### src/rtl/spi_gain_cfg_pkg.sv
// Shared frame geometry and FSM encoding for the SPI gain configuration port.
package spi_gain_cfg_pkg;

  localparam int unsigned FRAME_LEN = 16;
  localparam int unsigned ADDR_W    = 8;
  localparam int unsigned DATA_W    = 8;
  localparam int unsigned CNT_W     = $clog2(FRAME_LEN + 1);

  typedef enum logic [1:0] {
    StIdle   = 2'b00,
    StShift  = 2'b01,
    StCommit = 2'b10,
    StDone   = 2'b11
  } state_e;

endpackage

### src/rtl/sync_edge.sv
// Multi-flop synchronizer with a registered previous sample for edge detection.
module sync_edge #(
  parameter int unsigned Stages = 2,
  parameter logic        RstVal = 1'b0
) (
  input  logic clk,
  input  logic rst_n,
  input  logic d,
  output logic level,
  output logic toggle
);

  logic [Stages-1:0] chain_q;
  logic              prev_q;
  logic [Stages:0]   fill_q;

  always_ff @(posedge clk or negedge rst_n) begin
    if (!rst_n) begin
      chain_q <= {Stages{RstVal}};
      prev_q  <= RstVal;
      fill_q  <= '0;
    end else begin
      chain_q <= {chain_q[Stages-2:0], d};
      prev_q  <= chain_q[Stages-1];
      fill_q  <= {fill_q[Stages-1:0], 1'b1};
    end
  end

  assign level = chain_q[Stages-1];
  // Suppress the artificial transition from the reset value until real samples fill the chain.
  assign toggle = (level ^ prev_q) & fill_q[Stages];

endmodule

### src/rtl/spi_gain_cfg.sv
// SPI mode-0 slave that turns 16-bit address/data frames into gain bank write strobes.
module spi_gain_cfg
  import spi_gain_cfg_pkg::*;
#(
  parameter int unsigned ADDR_MAX    = 9,
  parameter int unsigned SYNC_STAGES = 2
) (
  input  logic              clk,
  input  logic              rst_n,
  input  logic              sclk,
  input  logic              cs_n,
  input  logic              mosi,
  input  logic              err_clr,
  output logic              we,
  output logic [ADDR_W-1:0] addr,
  output logic [DATA_W-1:0] data_out,
  output logic              busy,
  output logic              err_addr,
  output logic              err_short
);

  localparam int unsigned       Stages  = (SYNC_STAGES < 2) ? 2 : SYNC_STAGES;
  localparam logic [ADDR_W-1:0] AddrMax = ADDR_W'(ADDR_MAX);

  logic sclk_lvl, sclk_tgl, cs_lvl, cs_tgl, mosi_s;
  logic sclk_rise, cs_fall;
  logic [Stages-1:0] mosi_q;

  state_e                 state_q, state_d;
  logic [CNT_W-1:0]       cnt_q, cnt_d;
  logic [FRAME_LEN-1:0]   shreg_q, shreg_d, frame_next;
  logic [ADDR_W-1:0]      addr_q;
  logic [DATA_W-1:0]      data_q;
  logic                   err_addr_q, err_short_q;
  logic                   set_addr, set_short, load, last_bit;

  sync_edge #(.Stages(Stages), .RstVal(1'b0)) u_sync_sclk (
    .clk    (clk),
    .rst_n  (rst_n),
    .d      (sclk),
    .level  (sclk_lvl),
    .toggle (sclk_tgl)
  );

  sync_edge #(.Stages(Stages), .RstVal(1'b1)) u_sync_cs (
    .clk    (clk),
    .rst_n  (rst_n),
    .d      (cs_n),
    .level  (cs_lvl),
    .toggle (cs_tgl)
  );

  always_ff @(posedge clk or negedge rst_n) begin
    if (!rst_n) mosi_q <= '0;
    else        mosi_q <= {mosi_q[Stages-2:0], mosi};
  end

  assign mosi_s     = mosi_q[Stages-1];
  assign sclk_rise  = sclk_tgl & sclk_lvl;
  assign cs_fall    = cs_tgl & ~cs_lvl;
  assign frame_next = {shreg_q[FRAME_LEN-2:0], mosi_s};
  assign last_bit   = (cnt_q == CNT_W'(FRAME_LEN - 1));

  always_ff @(posedge clk or negedge rst_n) begin
    if (!rst_n) state_q <= StIdle;
    else        state_q <= state_d;
  end

  always_comb begin
    state_d   = state_q;
    cnt_d     = cnt_q;
    shreg_d   = shreg_q;
    set_addr  = 1'b0;
    set_short = 1'b0;
    load      = 1'b0;
    unique case (state_q)
      StIdle: begin
        if (cs_fall) begin
          state_d = StShift;
          cnt_d   = '0;
          shreg_d = '0;
        end
      end
      StShift: begin
        if (cs_lvl) begin
          set_short = 1'b1;
          state_d   = StIdle;
        end else if (sclk_rise) begin
          shreg_d = frame_next;
          cnt_d   = cnt_q + CNT_W'(1);
          if (last_bit) begin
            if (frame_next[FRAME_LEN-1 -: ADDR_W] <= AddrMax) begin
              load    = 1'b1;
              state_d = StCommit;
            end else begin
              set_addr = 1'b1;
              state_d  = StDone;
            end
          end
        end
      end
      StCommit: state_d = StDone;
      StDone: begin
        if (cs_lvl) state_d = StIdle;
      end
      default: state_d = StIdle;
    endcase
  end

  always_comb begin
    we   = (state_q == StCommit);
    busy = (state_q != StIdle);
  end

  always_ff @(posedge clk or negedge rst_n) begin
    if (!rst_n) begin
      cnt_q       <= '0;
      shreg_q     <= '0;
      addr_q      <= '0;
      data_q      <= '0;
      err_addr_q  <= 1'b0;
      err_short_q <= 1'b0;
    end else begin
      cnt_q   <= cnt_d;
      shreg_q <= shreg_d;
      // Loaded on entry to the commit state so values are valid while we is high.
      if (load) begin
        addr_q <= frame_next[FRAME_LEN-1 -: ADDR_W];
        data_q <= frame_next[DATA_W-1:0];
      end
      err_addr_q  <= set_addr | (err_addr_q & ~err_clr);
      err_short_q <= set_short | (err_short_q & ~err_clr);
    end
  end

  assign addr      = addr_q;
  assign data_out  = data_q;
  assign err_addr  = err_addr_q;
  assign err_short = err_short_q;

endmodule

### config.mk
export PLATFORM = sky130hd
export DESIGN_NAME = spi_gain_cfg
export DESIGN_NICKNAME = d
export VERILOG_FILES = /design/src/rtl/spi_gain_cfg_pkg.sv /design/src/rtl/sync_edge.sv /design/src/rtl/spi_gain_cfg.sv
export SDC_FILE = /design/constraint.sdc
export NUM_CORES = 1
export LEC_CHECK = 0
export CAP_MARGIN = 20
export CORE_MARGIN = 1
export CORE_UTILIZATION = 49
export DETAILED_ROUTE_END_ITERATION = 8
export MAX_ROUTING_LAYER = met4
export PLACE_DENSITY = 0.75
export SLEW_MARGIN = 0
export SYNTH_ARGS = -nofsm -noshare
export SYNTH_HDL_FRONTEND = slang
export SYNTH_HIERARCHICAL = 1
export SYNTH_SLANG_ARGS = --single-unit
### constraint.sdc
create_clock -name clk -period 1.85 [get_ports clk]
set_input_delay 0.37 -clock clk [delete_from_list [all_inputs] [get_ports clk]]
set_output_delay 0.37 -clock clk [all_outputs]
set_load 0.02 [all_outputs]
==> out/qor.yml <==
worst_hold_path:
  min_path_type: "input port to async pin"
sta:
  max_slew_margin_pct: 60.7
  setup_tns_ns: 0
  worst_slew_pin_slew_ns: 0.588
  period_share_pct: 99.8
  setup_viol: 0
  fin_skew_ns: 0.00546
  hold_viol: 0
  post-route-min-period_ns: 1.85
  fmax_ghz: 0.542
  slew_viol_final: 0
routing:
  dr.pass1.iters: 4
  wl_per_cell_um: 15.4
  drc: 0
  vias: 1273
  drtIter0Drc: 65
  ant_nets: 0
  drt-total-wl_um: 3700
  post_drt_via_cell_ratio: 5.28
synth:
  ys_ff_latch: 54
  yosysSeqAreaShare_pct: 64.8
  synth.avg_cell_area_um2: 14.6
  ys_types: 37
  synth-main-ff-cell: "dfrtp_1"
  syn_area_um2: 2090
  syn-instance-count: 143
  syn-num-nets: 151
  synth_edf_count: 0
  yosysWarnings: 6
  async_reset_ff_share_pct: 100
layout:
  final_util_pct: 65.7
  final_cell_mix: "dfrtp_1, clkdlybuf4s50_1, buf_4"
  stdcell_count: 241
  area_growth_pct: 27.5
  final_common_cell: "dfrtp_1"
  fin_nets: 199
  design_area_um2: 2670
  fillers: 291
  antennaDiodeCount: 0
  drive_above_1_share_pct: 32.5
power:
  switching_share_pct: 22.1
  pwr-share-clk_pct: 31.1
  power_w: 0.00195
  pwr_density_cell_nw_per_um2: 733
  ir_worst_vdd_mv: 0.482
  comb_power_share_pct: 6.5
  p_switching_w: 0.000432
  p_leak_nw: 1.29
  p_seq_share_pct: 62.4
  p_int_w: 0.00152
floorplan:
  fp.dieH_um: 67.3
  num_rows: 23
  core_area_um2: 4060
  die-area_um2: 4530
  start_util_pct: 51.6
  ioPinCount: 26
  chipWidth_um: 67.3
status:
  status: "finished, final reports clean"
global_route:
  grt_max_degree: 55
  antenna_found_initial: 0
  grt_pass1_vias: 1216
  grt_pass1_wl_um: 5690
  grt_usage_pct: 18.0
  global_route.overflow_total: 0
clock_tree:
  cts_made_buffers: 5
  clock_path_buffers: 2
  htreeDepth: 2
  ctsHoldBuffers: 0
  cts-root-buf: "clkbuf_8"
  cts_tree: "done"
  cts.sinks: 54
  clk_latency_ns: 0.30
  cts.reportedPaths.clkPinSlew_ns: 0.09
run:
  cap_violations: 0
place:
  dpl.hpwl_um: 2230
  place.port_buffers: 25
  placed_area_um2: 2480
  gp_congestion: 0.906
  place_inst: 227
setup_path:
  cp-start-kind: "flip-flop"
  cp.required_ns: 2.04
  reg2reg_slack_ns: 0.004
  path_class: "flip-flop to flip-flop"
  cp.arrival_ns: 2.04
  rr_endpoint: "addr[1]"
  cp-end-kind: "flip-flop"
  worst-r2r-cell-count: 7
  cp_max_fo: 7
  r2r_start: "cnt_q[1]"
## registers in the layout, indices dropped and copies added, names as in the netlist, named ones only
register and cells:
shreg_q 15, addr 8, data_out 8, cnt_q 5, u_sync_cs/fill_q 3, u_sync_sclk/fill_q 3
mosi_q 2, u_sync_cs/chain_q 2, u_sync_sclk/chain_q 2, err_addr 1, err_short 1, state_q 1
u_sync_cs/prev_q 1, u_sync_sclk/prev_q 1
## cell families (layout without fill, tap and decap cells)
| family | after synthesis | in the layout | synth area share (%) |
|---|---|---|---|
| buf+inv | 8 | 56 | 2.21 |
| simple gates | 34 | 34 | 11.1 |
| fa+ha+maj | 2 | 2 | 1.20 |
| flops | 54 | 54 | 64.8 |
| mux | 16 | 16 | 9.63 |
| other cells | 2 | 2 | 0.359 |
| compound gates | 25 | 25 | 9.87 |
| xor+xnor | 2 | 2 | 0.837 |
## worst max-delay path: stages (launching register included)
cell       delay, ns
dfrtp_1         0.37
ha_2            0.19
and3_4          0.21
ha_4            0.13
and4_4          0.22
nand4_4         0.13
clkbuf_16       0.20
mux2_4          0.29
## synthesized netlist by cell type (2+ instances only)
master / count / area (um^2)
dfrtp_1: 51 / 1280
a22o_1: 14 / 123
mux2_2: 9 / 101
mux2_4: 6 / 90.1
nor2_1: 6 / 22.5
and2_2: 5 / 37.5
inv_1: 4 / 15.0
nand2_1: 4 / 15.0
dfstp_2: 3 / 78.8
nand3_1: 3 / 15.0
nor2b_1: 3 / 18.8
o21ai_0: 3 / 15.0
a22o_2: 2 / 20.0
and2_1: 2 / 12.5
and3_1: 2 / 12.5
buf_4: 2 / 15.0
conb_1: 2 / 7.51
ha_1: 2 / 25.0
xor2_1: 2 / 17.5
## worst max-delay path by stage
stage              from           to  cells past startpoint
6_report       cnt_q[1]      addr[1]                      7
5_1_grt        cnt_q[1]      addr[1]                      7
4_1_cts        cnt_q[0]  data_out[1]                      7
3_5_place_dp   cnt_q[0]  data_out[1]                      6
3_3_place_gp   cnt_q[0]  data_out[1]                      6
2_1_floorplan  cnt_q[0]      addr[0]                      7
## per-stage QoR
stage / setup WS [ns] / hold WS, ns
detailed placement: -0.0840 / 0.335
CTS: 0.0127 / 0.0486
global route: -0.0516 / 0.0648
floorplan: 0.00207 / 0.0744
finish: 0.00350 / 0.0409
global placement: -0.0274 / 0.332
## final cells by class
cell class	count	area, um^2	area share (%)
clock inverter	1	7.51	0.281
sequential	54	1360	50.8
multi-input combinational	81	719	27.0
timing repair buffer	45	435	16.3
tap	50	62.6	2.35
clock buffer	6	72.6	2.72
inverter	4	15.0	0.563
## timing repair
item / 4_1_cts / 5_1_grt
pin swaps: 1 / 3
setup buffers: 2 / 4
resized for setup: 5 / 3
cloned: 0 / 1
setup endpoints to repair: 20 / 11
endpoints found under the hold margin: 0 / 0
## power by group through the flow
stage / Combinational [W] / Sequential, W / Clock [W]
after floorplan: 0.0000477 / 0.00125 / 0
after global placement: 0.000118 / 0.00124 / 0
after CTS: 0.000123 / 0.00122 / 0.000636
after global routing: 0.000141 / 0.00122 / 0.000684
after detailed placement: 0.000122 / 0.00124 / 0
final: 0.000127 / 0.00122 / 0.000608
## per-layer routing
layer  vias up  part of all wire [%]  global-route usage [%]  wire (um)
met1       647                    47                    22.2       1730
met4         0                   1.2                    7.98         45
met3         5                   3.0                    5.91        112
met5         -                     0                       -          0
met2        22                    49                    26.9       1810
li1        599                     -                       -          -
(Power assumes the default switching activity.)
